**config.mk**
```make
export PLATFORM = sky130hd
export DESIGN_NAME = alu_sequencer
export DESIGN_NICKNAME = d
export VERILOG_FILES = /design/src/rtl/alu_sequencer.sv
export SDC_FILE = /design/constraint.sdc
export NUM_CORES = 1
export LEC_CHECK = 0
export BUFFER_PORTS_ARGS = -buffer_cell sky130_fd_sc_hd__buf_2
export CAP_MARGIN = 20
export CORE_UTILIZATION = 37
export DETAILED_ROUTE_END_ITERATION = 8
export PLACE_DENSITY = 0.57
export REMOVE_ABC_BUFFERS = 1
export SYNTH_ARGS = -nofsm -noshare
export SYNTH_HDL_FRONTEND = slang
export SYNTH_SLANG_ARGS = --single-unit
export TNS_END_PERCENT = 100
```
**constraint.sdc**
```tcl
create_clock -name CLK -period 4.4 [get_ports CLK]
set_input_delay 0.66 -clock CLK [delete_from_list [all_inputs] [get_ports CLK]]
set_output_delay 0.66 -clock CLK [all_outputs]
set_load 0.05 [all_outputs]
```
**src/rtl/alu_sequencer.sv**
```systemverilog
// Issue-side controller: regfile operand fetch, alu EN/OE sequencing, writeback and flag word.
// Latency: accept-to-WB_VALID 3 cycles, 1 instruction per 4 cycles (unsupported opcode: 1 cycle).
// Backpressure: INSTR_READY high only in IDLE; INSTR_VALID is ignored in every other state.
module alu_sequencer #(
    parameter int WIDTH = 8,
    parameter int NREGS = 8,
    localparam int AW = $clog2(NREGS)
) (
    input  logic             CLK,
    input  logic             RST_N,
    input  logic             INSTR_VALID,
    output logic             INSTR_READY,
    input  logic [3:0]       OPCODE_IN,
    input  logic [AW-1:0]    DST,
    input  logic [AW-1:0]    SRCA,
    input  logic [AW-1:0]    SRCB,
    input  logic             LD_EN,
    input  logic [AW-1:0]    LD_ADDR,
    input  logic [WIDTH-1:0] LD_DATA,
    input  logic [AW-1:0]    RD_ADDR,
    output logic [WIDTH-1:0] RD_DATA,
    output logic [3:0]       ALU_OPCODE,
    output logic [WIDTH-1:0] ALU_A,
    output logic [WIDTH-1:0] ALU_B,
    output logic             ALU_EN,
    output logic             ALU_OE,
    input  logic [WIDTH-1:0] ALU_OUT,
    input  logic             ALU_CF,
    output logic             WB_VALID,
    output logic [AW-1:0]    WB_ADDR,
    output logic [WIDTH-1:0] WB_DATA,
    output logic             ERR,
    output logic [3:0]       FLAGS
);

    localparam logic [1:0] S_IDLE  = 2'd0;
    localparam logic [1:0] S_ISSUE = 2'd1;
    localparam logic [1:0] S_WAIT  = 2'd2;
    localparam logic [1:0] S_DONE  = 2'd3;

    localparam logic [3:0] OP_ADD  = 4'b0010;
    localparam logic [3:0] OP_SUB  = 4'b0011;
    localparam logic [3:0] OP_NOTA = 4'b0111;

    logic [1:0]       state;
    logic             err_q;
    logic [WIDTH-1:0] regfile [NREGS];
    logic             op_ok;
    logic             accept;
    logic             is_add;
    logic             is_sub;
    logic             cf_n;
    logic             of_n;
    logic             msb_a;
    logic             msb_b;
    logic             msb_r;

    assign INSTR_READY = (state == S_IDLE);
    assign accept      = INSTR_VALID && INSTR_READY;
    assign op_ok       = (OPCODE_IN >= OP_ADD) && (OPCODE_IN <= OP_NOTA);
    assign ALU_EN      = (state == S_ISSUE);
    assign ALU_OE      = (state == S_WAIT);
    assign WB_VALID    = (state == S_DONE);
    assign ERR         = (state == S_DONE) && err_q;
    assign RD_DATA     = regfile[RD_ADDR];

    assign msb_a = ALU_A[WIDTH-1];
    assign msb_b = ALU_B[WIDTH-1];
    assign msb_r = ALU_OUT[WIDTH-1];

    // Carry comes from the alu; signed overflow is derived here from operand/result signs.
    always_comb begin
        is_add = (ALU_OPCODE == OP_ADD);
        is_sub = (ALU_OPCODE == OP_SUB);
        cf_n   = 1'b0;
        of_n   = 1'b0;
        if (is_add) begin
            cf_n = ALU_CF;
            of_n = (msb_a == msb_b) && (msb_r != msb_a);
        end else if (is_sub) begin
            cf_n = ALU_CF;
            of_n = (msb_a != msb_b) && (msb_r != msb_a);
        end
    end

    always_ff @(posedge CLK or negedge RST_N) begin
        if (!RST_N) begin
            state      <= S_IDLE;
            err_q      <= 1'b0;
            ALU_OPCODE <= '0;
            ALU_A      <= '0;
            ALU_B      <= '0;
            WB_ADDR    <= '0;
            WB_DATA    <= '0;
            FLAGS      <= '0;
        end else begin
            case (state)
                S_IDLE: begin
                    if (accept) begin
                        ALU_OPCODE <= OPCODE_IN;
                        WB_ADDR    <= DST;
                        ALU_A      <= regfile[SRCA];
                        ALU_B      <= regfile[SRCB];
                        err_q      <= !op_ok;
                        if (op_ok) begin
                            state <= S_ISSUE;
                        end else begin
                            WB_DATA <= '0;
                            state   <= S_DONE;
                        end
                    end
                end
                S_ISSUE: state <= S_WAIT;
                S_WAIT: begin
                    WB_DATA <= ALU_OUT;
                    FLAGS   <= {cf_n, of_n, msb_r, (ALU_OUT == '0)};
                    state   <= S_DONE;
                end
                default: state <= S_IDLE;
            endcase
        end
    end

    // Host load first so a same-cycle writeback to the same index overrides it.
    always_ff @(posedge CLK or negedge RST_N) begin
        if (!RST_N) begin
            for (int i = 0; i < NREGS; i++) regfile[i] <= '0;
        end else begin
            if (LD_EN) regfile[LD_ADDR] <= LD_DATA;
            if (state == S_WAIT) regfile[WB_ADDR] <= ALU_OUT;
        end
    end

endmodule
```
==> results of run 1 <==
## state kept, by name, indices dropped and copies added (netlist names)
name	flops
FLAGS	4
ALU_B	8
ALU_A	8
WB_DATA	8
err_q	1
regfile	64
ALU_OPCODE	4
state	2
WB_ADDR	3
## logic make-up after synthesis
kind of cell / Yosys count / synth area share, %
simple gates: 126 / 9.64
fa+ha+maj: 4 / 0.790
xor+xnor: 1 / 0.138
buf+inv: 73 / 5.55
mux: 168 / 31.6
flops: 102 / 40.3
compound gates: 124 / 12.0
## worst paths after layout
kind | start | to | slack, ns | depth (start not counted)
min | RST_N | regfile[2] | 0.12 | 1
min reg2reg | ALU_A[3] | ALU_A[3] | 0.47 | 2
max in group asynchronous | RST_N | WB_DATA[5] | 3.31 | 3
max | RD_ADDR[0] | RD_DATA[2] | 1.52 | 4
max reg2reg | state[0] | regfile[0] | 2.16 | 5
min in group CLK | ALU_A[3] | ALU_A[3] | 0.47 | 2
## power groups by stage
| stage | registers, mW | clock network [mW] | logic (mW) |
|---|---|---|---|
| detailed placement | 1.84 | 0 | 2.49 |
| global route | 1.91 | 0.878 | 2.68 |
| CTS | 1.83 | 0.841 | 2.50 |
| floorplan | 2.22 | 0 | 1.44 |
| finish | 1.84 | 0.823 | 2.48 |
| global placement | 1.81 | 0 | 2.44 |
## routing by layer
metal	up-vias	GRT usage (%)
met5	-	0
met4	0	7.47
met3	31	6.48
met2	185	33.8
met1	2436	29.8
li1	2274	-
## synthesized netlist by cell type, drive strengths merged, types with 2 or more instances
library cell	count
mux2i	105
dfrtp	102
nand2	62
mux2	47
o21ai	38
nor2	34
a21oi	32
buf	32
clkbuf	25
o22ai	17
o31ai	17
a22o	16
inv	16
mux4	16
and4bb	6
nand4b	6
ha	4
nand2b	4
nor2b	4
nand3	2
nand4	2
nor4	2
nor4b	2
## worst reg2reg max path, stage by stage (launching register included)
cell     delay, ns
dfrtp_1       0.42
inv_1         0.10
ha_1          0.32
nand4_1       0.85
nor2_1        0.33
a21oi_1       0.07
## stage by stage
| step | worst slack, ns | util [%] | hold WS, ns |
|---|---|---|---|
| 2_1_floorplan | 1.74 | - | 0.364 |
| 3_3_place_gp | 1.51 | 40.9 | 0.461 |
| 3_5_place_dp | 1.50 | 40.9 | 0.461 |
| 4_1_cts | 1.50 | 42.7 | 0.477 |
| 5_1_grt | 1.44 | 42.9 | 0.115 |
| 6_report | 1.52 | 42.9 | 0.121 |
## final cells by class
type / instances / area, um2
clock inverters: 5 / 60.1
inverters: 16 / 60.1
repair buffers: 93 / 503
fillers: 1592 / 9510
well taps: 220 / 275
diodes: 4 / 10.0
multi-input cells: 423 / 3440
flip-flops and latches: 102 / 2550
clock buffers: 10 / 239
==> run_results.csv, run 1 <==
group,metric,value,unit
run_status,status,"finished, final reports clean",
die,fp-row-count,47,
route,wire_per_inst,21.4,um
sta,hold_viol,0,
power_and_ir_drop,switching_share,45.5,%
sta,drv_slew,0,
synthesis,synth_warnings,0,
setup_path,path_buf_inv,2,
setup_path,crit_family,"multiplexers",
global_routing,grt_start_max_net_pins,76,
route,detail-route-antenna-nets,0,
setup_path,cp_slowest_cell,"mux4_1",
power_and_ir_drop,comb_power_share,48.2,%
power_and_ir_drop,power.internal,2.81,mW
power_and_ir_drop,power_density,721,nW/um2
global_routing,grt_first_pass_wirelength,28.9,mm
die,dieWidth,133,um
sta,rsz0062_at_grt,"false",
clock_tree,cts_sinks,102,
power_and_ir_drop,seqPwrFrac,35.8,%
global_routing,grt_overflow,0,
clock_tree,post-cts-setup-buffers,0,
sta,timing.fmax,0.348,GHz
sta,period_share,65.4,%
sta,fin_setup_tns,0,ns
route,via_per_inst,5.64,
placed_design,placed_area,6800,um2
run,drv_cap,0,
placed_design,dp_hpwl,12.1,mm
die,start_util,38.1,%
clock_tree,cts_buffer_depth,2,
synthesis,ys_top_cells_by_area,"dfrtp_1 40%, mux2i_1 17%, mux2_2 6.9%",
route,drt_first_pass_iters,5,
synthesis,netlist_area,6330,um2
placed_design,port_buffers,87,
setup_path,required,3.74,ns
setup_path,cp_max_fo,16,
clock_tree,clkLatencyLatePin,0.36,ns
power_and_ir_drop,ir_worst_vdd,0.608,mV
clock_tree,h-tree-depth,3,
clock_tree,clk_pin_slew,0.07,ns
synthesis,synth_top_area_share,40.3,%
setup_path,worst_ep_arrival_time,2.22,ns
synthesis,ys_types,41,
global_routing,grt_usage,22.1,%
sta,finalSetupViolations,0,
synthesis,synth_top_cell_by_area,"dfrtp_1",
power_and_ir_drop,fin_total_pwr,5.15,mW
hold_path,holdCritPathClass,"primary input to asynchronous set/reset pin",
global_routing,antenna_found_initial,5,
clock_tree,cts_resized,0,
route,dr.max_layer_used,"met4",
power_and_ir_drop,power_switching,2.34,mW
die,design.core.area,16600,um2
clock_tree,cts_tree,"built",
synthesis,netlist_instances,598,
clock_tree,cts.hold.buffers_added,0,
synthesis,synthArstFlopShare,100,%
route,dr_wl_met2,8.34,mm
die,die_h,133,um
final_layout,final_net_count,689,
final_layout,area_growth,12.7,%
power_and_ir_drop,p_leak,3.28,nW
die,io_pins,88,
synthesis,ys.flop_type,"dfrtp_1",
global_routing,grt_pass1_vias,4807,
power_and_ir_drop,p_clk_share,16.0,%
placed_design,gp_congestion,0.795,
setup_path,cpPeakStageDelay,0.64,ns
route,num_vias,4926,
setup_path,path_class,"primary input to primary output",
setup_path,cp-end-kind,"primary output",
route,drt_iter0_drc,389,
sta,worstMarginPinSlew,1.11,ns
route,wl_met3,1.58,mm
synthesis,synth_edf_count,0,
route,routed_wl,18.7,mm
setup_path,path_cells,"buf_2, mux4_1, mux2_4, buf_2",
placed_design,dp.cells,853,
final_layout,layout_commonest_cell,"mux2i_1",
route,drc,0,
sta,fin_crit,2.88,ns
clock_tree,cts_made_buffers,9,
synthesis,synth_seq_area_share,40.3,%
setup_path,crit_top_cell,"buf_2",
final_layout,most-common-layout-cells,"105 x mux2i_1, 102 x dfrtp_1, 86 x buf_2",
final_layout,final_area,7140,um2
clock_tree,cts_root_buf,"clkbuf_16",
sta,fin_skew,0.0104,ns
synthesis,syn_avg_cell_area,10.6,um2
sta,relSlewSlack,26.1,%
synthesis,synth_seq_cells,102,
final_layout,drive_gt1_share,26.3,%
die,die-area,17600,um2
setup_path,crit_path_start_kind,"primary input",
route,wl_met1,8.25,mm
final_layout,instances_no_fill,873,
Note: power is estimated with default switching activity, not from simulation.
==> run 2: changes to the inputs <==
clock period = 2.8 ns   (was 4.4 ns; I/O delays follow)
==> run 2 against run 1 <==
Utilization increased by 1.1 points. Final area rose by 2.5%. Critical path depth shrank 1. Highest routed layer is now met5. Clock-buffer cell count rose by 2. Register-to-register slack lost 1.2 ns. Total power grew 60%. Setup slack got worse by 0.94 ns. Via count increased by 0.51%. Critical path type is now flip-flop to primary output. Clock power is 71% higher. First-iteration DRC count fell by 21%.
==> run_results.csv, run 2 (synthesized netlist as in run 1, its figures left out) <==
group,metric,value,unit
power_and_ir_drop,fin_total_pwr,8.25,mW
final_layout,nFillCells,1593,
sta,drv_slew,0,
clock_tree,cts_made_buffers,9,
setup_path,r2r_slack,0.94,ns
clock_tree,cts_tree,"built",
sta,worstMarginPinSlew,0.649,ns
global_routing,grt_overflow,0,
sta,fin_skew,0.00877,ns
placed_design,port_buffers,87,
setup_path,crit_path_start_kind,"flip-flop",
sta,fin_crit,2.21,ns
route,drt_first_pass_iters,5,
global_routing,grt_usage,22.1,%
placed_design,gp_congestion,0.810,
setup_path,cp-end-kind,"primary output",
die,dieWidth,133,um
sta,period_share,79.0,%
die,die_h,133,um
power_and_ir_drop,power_switching,3.69,mW
final_layout,drive_gt1_share,28.3,%
final_layout,utilization,44.0,%
die,start_util,38.1,%
power_and_ir_drop,comb_power_share,47.7,%
placed_design,dp_hpwl,12.5,mm
setup_path,r2r-start,"state[0]",
global_routing,antenna_found_initial,3,
clock_tree,h-tree-depth,3,
sta,fin_setup_tns,0,ns
sta,relSlewSlack,56.7,%
global_routing,grt_first_pass_wirelength,29.1,mm
route,drc,0,
setup_path,crit_end,"RD_DATA[0]",
die,io_pins,88,
power_and_ir_drop,seqPwrFrac,35.2,%
setup_path,required,2.38,ns
clock_tree,clk_pin_slew,0.07,ns
route,detail-route-antenna-nets,0,
route,wire_per_inst,21.0,um
global_routing,grt_start_max_net_pins,49,
route,routed_wl,18.7,mm
power_and_ir_drop,ir_worst_vdd,0.973,mV
final_layout,final_net_count,708,
power_and_ir_drop,power.internal,4.56,mW
setup_path,worst_ep_arrival_time,1.79,ns
final_layout,largest_register_ffs,64,
die,fp-row-count,47,
setup_path,timing.rr.end,"regfile[45]",
final_layout,area_growth,15.5,%
power_and_ir_drop,p_clk_share,17.1,%
final_layout,largest-register,"regfile",
setup_path,cp_max_fo,4,
clock_tree,clkLatencyLatePin,0.36,ns
final_layout,layout_commonest_cell,"mux2i_1",
hold_path,whs_path_depth,2,
sta,rsz0062_at_grt,"false",
sta,finalSetupViolations,0,
power_and_ir_drop,switching_share,44.7,%
route,via_per_inst,5.56,
clock_tree,cts_root_buf,"clkbuf_16",
sta,hold_viol,0,
route,num_vias,4951,
run_status,status,"finished, final reports clean",
power_and_ir_drop,power_density,1130,nW/um2
setup_path,r2r_cells,4,
global_routing,grt_pass1_vias,4909,
clock_tree,cts_buffer_depth,2,
setup_path,crit_start,"regfile[56]",
setup_path,path_class,"flip-flop to primary output",
die,design.core.area,16600,um2
power_and_ir_drop,p_leak,3.39,nW
final_layout,most-common-layout-cells,"105 x mux2i_1, 102 x dfrtp_1, 86 x buf_2",
route,drt_iter0_drc,306,
hold_path,holdCritPathClass,"primary input to flip-flop",
sta,timing.fmax,0.452,GHz
run,drv_cap,0,
clock_tree,cts_sinks,102,
die,die-area,17600,um2
==> run 2: cell types whose count changed in the layout (fill, tap and decap cells not counted), sizes merged <==
cell,change
clkinvlp,-1
diode,-2
dlygate4sd3,+1
buf,+18
clkbuf,+2
bufinv,+1
inv,+1
clkinv,-2
==> run 2: final cells by class <==
type / count / area, um2 / share of cell area (%)
Timing Repair Buffer: 112 / 653 / 8.93
Sequential cell: 102 / 2550 / 34.9
Clock inverter: 4 / 77.6 / 1.06
Inverter: 16 / 60.1 / 0.821
Multi-Input combinational cell: 423 / 3440 / 47.0
Tap cell: 220 / 275 / 3.76
Clock buffer: 12 / 256 / 3.51
Antenna cell: 2 / 5.00 / 0.0684
==> run 2: critical path, cell delays in order, from the launching register on <==
cell     delay [ns]
dfrtp_1        0.43
mux4_1         0.52
mux2_4         0.28
buf_2          0.21
==> run 2: power by group through the flow <==
stage	clock network (mW)	registers [mW]	logic, mW
floorplan	0	3.49	2.26
global placement	0	2.84	3.87
detailed placement	0	2.89	3.96
CTS	1.44	2.88	3.97
global route	1.50	3.00	4.25
finish	1.41	2.90	3.94
==> run 2: what timing repair did <==
| item | in CTS | in global routing |
|---|---|---|
| hold buffers | 1 | 0 |
| setup buffers | 0 | 0 |
| setup endpoints to repair | 0 | 0 |
| endpoints found under the hold margin | 21 | 0 |
| resized for setup | 0 | 0 |
==> run 2: worst min path at each step <==
| stage | start | to | slack, ns |
|---|---|---|---|
| floorplan | RST_N | ALU_A[0] | 0.12 |
| global placement | RST_N | ALU_A[2] | 0.37 |
| detailed placement | RST_N | ALU_B[2] | 0.37 |
| CTS | OPCODE_IN[0] | ALU_OPCODE[0] | 0.28 |
| global route | DST[2] | WB_ADDR[2] | 0.29 |
| finish | OPCODE_IN[0] | ALU_OPCODE[0] | 0.30 |
==> run 2: metal layers <==
metal	global-route usage, %	up-vias	routed length (um)
li1	-	2322	-
met1	30.5	2439	8660
met2	34.1	172	8420
met3	5.98	16	1360
met4	5.75	2	238
met5	0	-	8
==> run 2: metrics by stage <==
stage | cells | hold WS (ns) | area (um2) | setup WS (ns)
3_5_place_dp | 872 | 0.369 | 6970 | 0.588
3_3_place_gp | 872 | 0.368 | 6970 | 0.611
4_1_cts | 889 | 0.284 | 7310 | 0.573
5_1_grt | 891 | 0.295 | 7320 | 0.476
2_1_floorplan | 541 | 0.124 | 6040 | 0.138
6_report | 891 | 0.296 | 7320 | 0.587
==> run 3: changes to the inputs <==
ABC_AREA = 1   (was default)
clock period = 2.1 ns   (was 2.8 ns; I/O delays follow)
==> run 3 against run 2 <==
Routed wire length increased by 26%. Sequential cell count stayed put. Global-route usage rose by 5.0 points. Clock-buffer cell count up 1. Hold slack worse by 0.15 ns. Non-clock buffer count up 5. Critical endpoint is now ALU_OE.
==> run_results.csv, run 3 <==
group,metric,value,unit
hold_path,hp-start,"DST[0]",
sta,drv_slew,0,
synthesis,ys_top_cells_by_count,"317 x nand2_1, 127 x nand3_1, 102 x dfrtp_1, 99 x inv_1, 99 x o21ai_0",
placed_design,gp_congestion,0.853,
synthesis,synth_edf_count,0,
synthesis,netlist_instances,955,
power_and_ir_drop,ir_worst_vdd,0.914,mV
power_and_ir_drop,seqPwrFrac,31.0,%
run,drv_cap,0,
setup_path,crit_path_start_kind,"flip-flop",
die,die_h,134,um
synthesis,synth_warnings,0,
die,dieWidth,134,um
clock_tree,cts_resized,0,
final_layout,most-common-layout-cells,"317 x nand2_1, 127 x nand3_1, 102 x dfrtp_1",
power_and_ir_drop,switching_share,48.8,%
synthesis,ys_top_cells_by_area,"dfrtp_1 39%, nand2_1 18%, nand3_1 9.8%",
placed_design,placed_area,7150,um2
global_routing,grt_usage,27.1,%
clock_tree,clkLatencyLatePin,0.36,ns
setup_path,timing.rr.end,"regfile[3]",
setup_path,r2r_cells,7,
setup_path,required,1.78,ns
clock_tree,cts_buffer_depth,2,
final_layout,drive_gt1_share,14.8,%
setup_path,cp_max_fo,10,
final_layout,final_area,7480,um2
hold_path,holdCritPathClass,"primary input to flip-flop",
final_layout,largest-register,"regfile",
synthesis,synth_top_area_share,39.3,%
power_and_ir_drop,p_clk_share,16.7,%
power_and_ir_drop,power_switching,5.37,mW
sta,period_share,91.2,%
sta,fin_skew,0.00666,ns
placed_design,pre_cts_ws,0.384,ns
synthesis,synth_seq_cells,102,
route,drt_iter0_drc,804,
placed_design,dp.cells,1235,
final_layout,largest_register_ffs,64,
sta,fin_crit,1.92,ns
synthesis,ys.flop_type,"dfrtp_1",
sta,worstMarginPinSlew,0.581,ns
setup_path,worst_ep_arrival_time,1.60,ns
clock_tree,post-cts-setup-buffers,0,
clock_tree,cts_made_buffers,9,
synthesis,synth_top_cell_by_area,"dfrtp_1",
global_routing,grt_first_pass_wirelength,36.1,mm
hold_path,hold_end,"WB_ADDR[0]",
final_layout,n_antenna_cell,0,
sta,hold_viol,0,
final_layout,nFillCells,1815,
die,io_pins,88,
global_routing,grt_overflow,0,
final_layout,regArea,2550,um2
route,routed_wl,23.5,mm
power_and_ir_drop,comb_power_share,52.4,%
global_routing,grt_pass1_vias,6190,
synthesis,synth_seq_area_share,39.3,%
sta,hold_slack,0.146,ns
route,detail-route-antenna-nets,0,
synthesis,ys_types,27,
die,start_util,37.7,%
global_routing,grt_start_max_net_pins,59,
die,die-area,18100,um2
setup_path,cp-end-kind,"primary output",
route,drt_first_pass_iters,5,
final_layout,multiInputGateArea,3220,um2
sta,timing.fmax,0.522,GHz
power_and_ir_drop,p_leak,3.92,nW
sta,fin_setup_tns,0,ns
route,wire_per_inst,18.8,um
die,design.core.area,17200,um2
clock_tree,cts_root_buf,"clkbuf_16",
placed_design,dp_hpwl,15.1,mm
clock_tree,h-tree-depth,3,
route,via_per_inst,5.40,
synthesis,synthArstFlopShare,100,%
clock_tree,cts_tree,"built",
final_layout,area_growth,15.3,%
clock_tree,clk_pin_slew,0.07,ns
sta,finalSetupViolations,0,
global_routing,antenna_found_initial,0,
synthesis,netlist_area,6490,um2
route,num_vias,6759,
sta,setup_ws,0.184,ns
power_and_ir_drop,power_density,1470,nW/um2
hold_path,whs_path_depth,3,
setup_path,r2r_slack,0.38,ns
synthesis,yosysMostFrequentCell,"nand2_1",
die,fp-row-count,48,
clock_tree,cts_sinks,102,
final_layout,final_net_count,1066,
final_layout,layout_commonest_cell,"nand2_1",
final_layout,instances_no_fill,1252,
sta,rsz0062_at_grt,"false",
sta,relSlewSlack,61.2,%
run_status,status,"finished, final reports clean",
placed_design,port_buffers,87,
setup_path,r2r-start,"state[0]",
route,drc,0,
power_and_ir_drop,power.internal,5.64,mW
setup_path,path_class,"flip-flop to primary output",
synthesis,syn_avg_cell_area,6.80,um2
==> run 3: logic make-up after synthesis <==
family          count (synthesis)  synth area share, %
compound gates                206                 17.8
fa+ha+maj                       4                0.771
buf+inv                       165                 11.0
flops                         102                 39.3
simple gates                  478                 31.1
==> run 3: per-stage QoR <==
stage / utilization, % / total power, mW
detailed placement: 41.5 / 9.16
global placement: 41.5 / 9.12
floorplan: - / 7.60
CTS: 43.4 / 11.0
finish: 43.4 / 11.0
global route: 43.4 / 11.9
==> run 3: critical path: stages, from the launching register on <==
cell	delay [ns]
dfrtp_1	0.40
inv_1	0.12
ha_1	0.23
buf_4	0.21
buf_2	0.28
==> run 3: timing repair <==
item,4_1_cts,5_1_grt
hold endpoints to repair,16,0
endpoints found under the setup margin,0,0
hold buffers,1,0
==> run 3: cell type report <==
| class | instances | area share [%] |
|---|---|---|
| clock inverters | 3 | 0.535 |
| clock buffers | 13 | 3.75 |
| well taps | 225 | 3.76 |
| repair buffers | 117 | 9.57 |
| flip-flops and latches | 102 | 34.1 |
| inverters | 104 | 5.22 |
| multi-input cells | 688 | 43.1 |
==> run 3: worst max path at each step <==
stage	startpoint	end	slack, ns	cells past startpoint
global route	state[0]	ALU_OE	0.11	4
finish	state[0]	ALU_OE	0.18	4
floorplan	state[0]	WB_DATA[7]	-0.30	8
detailed placement	state[0]	regfile[3]	0.38	7
CTS	state[0]	ALU_OE	0.17	4
global placement	RD_ADDR[0]	RD_DATA[7]	0.40	9
==> run 3: power by group through the flow <==
| stage | clock [mW] | combinational [mW] | sequential, mW |
|---|---|---|---|
| finish | 1.84 | 5.76 | 3.41 |
| global route | 1.94 | 6.41 | 3.53 |
| global placement | 0 | 5.69 | 3.42 |
| floorplan | 0 | 3.13 | 4.46 |
| detailed placement | 0 | 5.73 | 3.44 |
| CTS | 1.87 | 5.75 | 3.41 |
==> run 3: per-layer routing <==
metal	track usage [%]	part of all wire (%)	wire, um	vias up
met5	0	0	0	-
met4	15.7	5.1	1200	0
met3	3.67	8.0	1870	71
met2	40.2	43	10200	356
met1	37.6	44	10300	3075
li1	-	-	-	3257
